--- config.mk ---
export PLATFORM = sky130hd
export DESIGN_NAME = imem_loader
export DESIGN_NICKNAME = d
export VERILOG_FILES = /design/src/rtl/imem_loader.sv
export SDC_FILE = /design/constraint.sdc
export NUM_CORES = 1
export LEC_CHECK = 0
export CAP_MARGIN = 20
export CORE_MARGIN = 2
export CORE_UTILIZATION = 45
export CTS_CLUSTER_SIZE = 40
export DETAILED_ROUTE_END_ITERATION = 7
export PLACE_DENSITY_LB_ADDON = 0.2
export SLEW_MARGIN = 20
export SYNTH_ARGS = -nofsm -noshare
export SYNTH_HDL_FRONTEND = slang
export SYNTH_SLANG_ARGS = --single-unit
--- constraint.sdc ---
create_clock -name clk -period 2.2 [get_ports clk]
set_input_delay 0.66 -clock clk [delete_from_list [all_inputs] [get_ports clk]]
set_output_delay 0.66 -clock clk [all_outputs]
set_load 0.02 [all_outputs]
--- src/rtl/imem_loader.sv ---
// Host-side instruction loader: streams words into instruction memory while the
// processor is held in reset, then releases it with a one-cycle PC override.
module imem_loader #(
  parameter int unsigned DATA_W = 16,
  parameter int unsigned ADDR_W = 3,
  parameter int unsigned DEPTH  = 8
) (
  input  logic              clk,
  input  logic              rst,
  input  logic              load_start,
  input  logic              in_valid,
  output logic              in_ready,
  input  logic [DATA_W-1:0] in_data,
  input  logic              in_last,
  output logic              mem_we,
  output logic [ADDR_W-1:0] mem_addr,
  output logic [DATA_W-1:0] mem_wdata,
  output logic              cpu_rst,
  output logic              pc_manual_override,
  output logic [ADDR_W-1:0] manual_pc,
  output logic              busy,
  output logic              done,
  output logic              err_overflow,
  output logic [ADDR_W:0]   word_count
);

  localparam int unsigned CNT_W = ADDR_W + 1;

  typedef enum logic [2:0] {
    S_IDLE, S_HEADER, S_LOAD, S_DRAIN, S_KICK, S_RUN, S_ERR
  } state_e;

  state_e             state_q, state_d;
  logic [ADDR_W-1:0]  start_pc_q, start_pc_d;
  logic [CNT_W-1:0]   word_count_q, word_count_d;
  logic               in_ready_q, in_ready_d;
  logic               mem_we_q, mem_we_d;
  logic [ADDR_W-1:0]  mem_addr_q, mem_addr_d;
  logic [DATA_W-1:0]  mem_wdata_q, mem_wdata_d;
  logic               cpu_rst_q, cpu_rst_d;
  logic               override_q, override_d;
  logic [ADDR_W-1:0]  manual_pc_q, manual_pc_d;
  logic               busy_q, busy_d;
  logic               done_q, done_d;
  logic               err_q, err_d;
  logic               beat;

  assign beat = in_valid && in_ready_q;

  // Next-state and next-output logic; outputs derive from the state being entered.
  always_comb begin
    state_d      = state_q;
    start_pc_d   = start_pc_q;
    word_count_d = word_count_q;
    mem_we_d     = 1'b0;
    mem_addr_d   = mem_addr_q;
    mem_wdata_d  = mem_wdata_q;
    manual_pc_d  = manual_pc_q;

    unique case (state_q)
      S_IDLE: if (load_start) state_d = S_HEADER;
      S_HEADER: begin
        if (beat) begin
          start_pc_d = in_data[ADDR_W-1:0];
          state_d    = in_last ? S_DRAIN : S_LOAD;
        end
      end
      S_LOAD: begin
        if (beat) begin
          if (word_count_q == CNT_W'(DEPTH)) begin
            state_d = S_ERR;
          end else begin
            mem_we_d     = 1'b1;
            mem_addr_d   = word_count_q[ADDR_W-1:0];
            mem_wdata_d  = in_data;
            word_count_d = word_count_q + CNT_W'(1);
            if (in_last) state_d = S_DRAIN;
          end
        end
      end
      S_DRAIN: state_d = S_KICK;
      S_KICK:  state_d = S_RUN;
      S_RUN, S_ERR: if (load_start) state_d = S_HEADER;
      default: state_d = S_IDLE;
    endcase

    if (state_d == S_HEADER && state_q != S_HEADER) word_count_d = '0;
    if (state_d == S_KICK) manual_pc_d = start_pc_d;

    in_ready_d = (state_d == S_HEADER) || (state_d == S_LOAD);
    busy_d     = in_ready_d;
    cpu_rst_d  = !((state_d == S_KICK) || (state_d == S_RUN));
    override_d = (state_d == S_KICK);
    done_d     = (state_d == S_RUN);
    err_d      = (state_d == S_ERR);
  end

  always_ff @(posedge clk or negedge rst) begin
    if (!rst) begin
      state_q      <= S_IDLE;
      start_pc_q   <= '0;
      word_count_q <= '0;
      in_ready_q   <= 1'b0;
      mem_we_q     <= 1'b0;
      mem_addr_q   <= '0;
      mem_wdata_q  <= '0;
      cpu_rst_q    <= 1'b1;
      override_q   <= 1'b0;
      manual_pc_q  <= '0;
      busy_q       <= 1'b0;
      done_q       <= 1'b0;
      err_q        <= 1'b0;
    end else begin
      state_q      <= state_d;
      start_pc_q   <= start_pc_d;
      word_count_q <= word_count_d;
      in_ready_q   <= in_ready_d;
      mem_we_q     <= mem_we_d;
      mem_addr_q   <= mem_addr_d;
      mem_wdata_q  <= mem_wdata_d;
      cpu_rst_q    <= cpu_rst_d;
      override_q   <= override_d;
      manual_pc_q  <= manual_pc_d;
      busy_q       <= busy_d;
      done_q       <= done_d;
      err_q        <= err_d;
    end
  end

  assign in_ready           = in_ready_q;
  assign mem_we             = mem_we_q;
  assign mem_addr           = mem_addr_q;
  assign mem_wdata          = mem_wdata_q;
  assign cpu_rst            = cpu_rst_q;
  assign pc_manual_override = override_q;
  assign manual_pc          = manual_pc_q;
  assign busy               = busy_q;
  assign done               = done_q;
  assign err_overflow       = err_q;
  assign word_count         = word_count_q;

endmodule

==> results.md <==
- On the critical path the largest part of the delay comes from buffers and inverters.
- The leakage dissipation is between 1 and 1.5 nW.
- The number of synthesis warnings is 0.
- The signal on the critical path passes through clkdlybuf4s50_1.
- The worst path needs ~2.1 ns of the cycle, external delays included.
- The die is between 60 and 70 um tall.
- Setup repair after global routing left no endpoint under its margin.
- Global routing used between 10% and 20% of the available tracks across all layers.
- The starting utilization of the core area is between 40% and 50%.
- The synthesized netlist occupies a cell area of 0.00169 mm2.
- TritonCTS built the clock tree.
- The detailed-route wire length is about 3.1 mm.
- Dividing the synthesized area by the synthesized cell count gives 14.0 um2.
- The setup check on the worst reg-to-reg path leaves a slack of roughly 0.32 ns.
- Summed over its instances, the top area cell type makes up a little over half of the synthesized netlist area.
- Cells with a size suffix above 1 make up between 20% and 30% of the layout.
- Clock tree synthesis selected as its root buffer the cell clkbuf_8.
- The residual antenna-violating net count after detailed routing is 0.
- Synthesis instantiated 31 different standard cells from the library.
- The post-CTS setup buffer count is 0.
- For the pin with the worst max-slew slack, the measured transition is 0.458 ns.
- In the routed design, unresolved DRC markers number 0.
- Ranked by total cell area, the synthesized netlist is headed by dfrtp_1, mux2_4, mux2_2.
- The total count of hold-check failures in the final report is 0.
- On the final layout, the worst hold slack is roughly 0.4 ns.
- The total chip power is 2.91 mW.
- The utilization of the core after routing is 64.3%.
- The clock insertion delay at the later pin of the skew report is roughly 0.29 ns.
- The number of sinks driven by the clock tree is 38.
- The highest cell delay on the worst timing path is around 0.60 ns.
- The most instantiated flip-flop cell in the synthesis netlist is dfrtp_1.
- At the end of the flow, the number of nets in the layout was 200.
- The number of buffers on the longest clock path is 2.
- The number of global-route vias before repair is between 1000 and 1500.
- Power spread over the standard cell area amounts to between 1000 and 1500 mW/mm2.
- The launch instance of the worst register-to-register path is word_count[0].
- The critical path in this run is classified as reg -> out.
- The worst path required time is approximately 1.5 ns.
- The first global-routing pass estimated 5.19 mm of wire.
- The weighted congestion reported at the end of routability-driven placement is between 0.7 and 0.8.
- The total of fill cells in the finished design is a little under 300.
- The clock edge transition at the registers on the reported setup and hold paths is 0.08 ns.
- The number of diodes is 0.
- The proportion of synthesized chip area in sequential cells is 56.2%.
- The first-pass iteration count of the detailed router is 4.
- Counting the buffers created by CTS gives 5.
- The floorplan die area is between 0.004 and 0.005 mm2.
- Setup violations remaining at the end of the flow were counted as 0.
- The nature of the critical path endpoint is a primary output.
- The max-cap violation count is 0.
- Hold repair after CTS inserted 0 buffers.
- The number of antenna violations at the first check in global routing is 0.
- Counting both buffers and inverters, the worst setup path holds a total of 1.
- The synthesized net count is between 100 and 150.
- The period utilization is between 90% and 100%.
- In this run, synthesis produced a sequential element count of 38.
- Counting cells, the worst reg-to-reg path comes to 6.
- After detailed routing, the average wire length per cell comes to 13.9 um.
- The synthesized design contains 0 enable-type register cells.
- The cell count after synthesis came out at approximately 120.
- The cell accounting for the most synthesized area is dfrtp_1.
- The proportion of synthesized flip-flops having asynchronous set or reset is 100%.
- The reg-to-reg critical path endpoint is mem_wdata[9].
- Gates resized during post-CTS repair numbered 0.
- The worst setup path is launched from a flip-flop.
- The number of levels in the clock H-tree is 2.
- The pin count of the biggest net entering global routing is 39.
- The highest ir drop seen on vdd is between 700 and 800 uV.
- Based on the critical path, the design can be clocked at up to a little under 500 MHz.
- The total number of vias is 1090.
- From synthesis to final layout, the design area changed by 37.9%.
- The number of placement rows is 22.
- Buffers placed on the I/O ports in this run total 53.
- In this run the tightest slew margin relative to its limit is a little over two thirds.
- The aggregate global routing overflow is 0.
- The area of the core is between 0.003 and 0.004 mm2.
- The worst path arrival time is approximately 1.4 ns.
- The flow ran to the end, and the final reports show no timing, DRC or antenna violations.
- The ratio of routed vias to standard cells is just under 5.
- During I/O placement, the number of pins put on the boundary was 54.
- The min-delay analysis places its worst path in the category in -> async.
- The floorplan step set the die width to 65.4 um.
- The final clock skew is 0.00754 ns.
- The final number of max-transition violations came to 0.
- The detailed router's first-iteration violation count is between 50 and 60.
- The HPWL after detailed placement is between 2 and 2.5 mm.
- The critical-path maximum fanout is 1.
- The slowest cell on the critical path is clkdlybuf4s50_1.
worst max-delay path by stage:
stage,start,end,cells past startpoint
after floorplan,word_count[0],mem_addr[0],7
after global placement,in_valid,mem_wdata[15],5
after detailed placement,in_valid,mem_wdata[15],5
after CTS,cpu_rst,cpu_rst,1
after global routing,cpu_rst,cpu_rst,1
final,cpu_rst,cpu_rst,1
cells in the final DEF, fill, tap and decap left out, types with 2 or more instances in the layout:
cell type        Yosys  final
clkinv_2             0      2
inv_1                4      4
and3b_1              3      3
clkbuf_8             0      5
nand3_1              5      5
mux2_4              19     19
xor2_1               2      2
nor2_1               8      8
dfrtp_1             37     37
nand2_1              3      3
ha_1                 2      2
mux2_2               5      5
clkdlybuf4s50_1      0     52
o21ai_0              4      4
mux2i_1              3      3
buf_4                2      3
and2_1               4      4
synthesized netlist by cell type, types with 2 or more instances:
cell type,n
and3b_1,3
mux2_4,19
nand2_1,3
ha_1,2
buf_4,2
dfrtp_1,37
o21ai_0,4
mux2_2,5
inv_1,4
and2_1,4
nand3_1,5
nor2_1,8
mux2i_1,3
xor2_1,2
buf_6,4
cell type report:
type	instances	area, um2	share of cell area, %
multi-input cells	71	658	28.2
clock inverters	2	10.0	0.428
well taps	48	60.1	2.57
repair buffers	57	568	24.3
clock buffers	6	72.6	3.11
flip-flops and latches	38	952	40.8
inverters	4	15.0	0.643
kinds of logic (layout without fill, tap and decap cells):
family                   count (synthesis)  in the layout  synth area share, %
flip-flops                              38             38                 56.2
AND/OR/NAND/NOR                         29             29                 9.68
multiplexers                            27             27                 21.9
buffers and inverters                   12             69                 4.95
AO/OA/AOI/OAI                           10             10                 4.21
XOR/XNOR                                 3              3                 1.55
adder cells (fa/ha/maj)                  2              2                 1.48
stage by stage:
step	setup TNS, ns	cell area, um2	setup slack, ns	std cells
floorplan	0	1690	0.347	121
global placement	-0.0593	2250	-0.0297	218
detailed placement	-0.476	2250	-0.0556	218
CTS	0	2340	0.128	226
global route	0	2340	0.106	226
finish	0	2340	0.140	226
metal layers:
metal	share of wire (%)	GRT usage, %	vias up
li1	-	-	522
met1	45	21.3	526
met2	46	24.6	37
met3	7.4	5.82	5
met4	1.6	5.47	0
met5	0	0	-
registers in the layout, indices dropped and copies added (netlist names):
| name | cells |
|---|---|
| mem_wdata | 16 |
| word_count | 4 |
| manual_pc | 3 |
| mem_addr | 3 |
| start_pc_q | 3 |
| state_q | 3 |
| busy | 1 |
| cpu_rst | 1 |
| done | 1 |
| err_overflow | 1 |
| mem_we | 1 |
| pc_manual_override | 1 |
power breakdown:
part           total (mW)  leakage [nW]  switching [mW]  internal, mW
Combinational        1.33         0.533           0.585         0.747
Clock               0.449        0.0450           0.230         0.219
Sequential           1.13         0.493           0.172         0.955
Power figures use the tool's default switching activity.
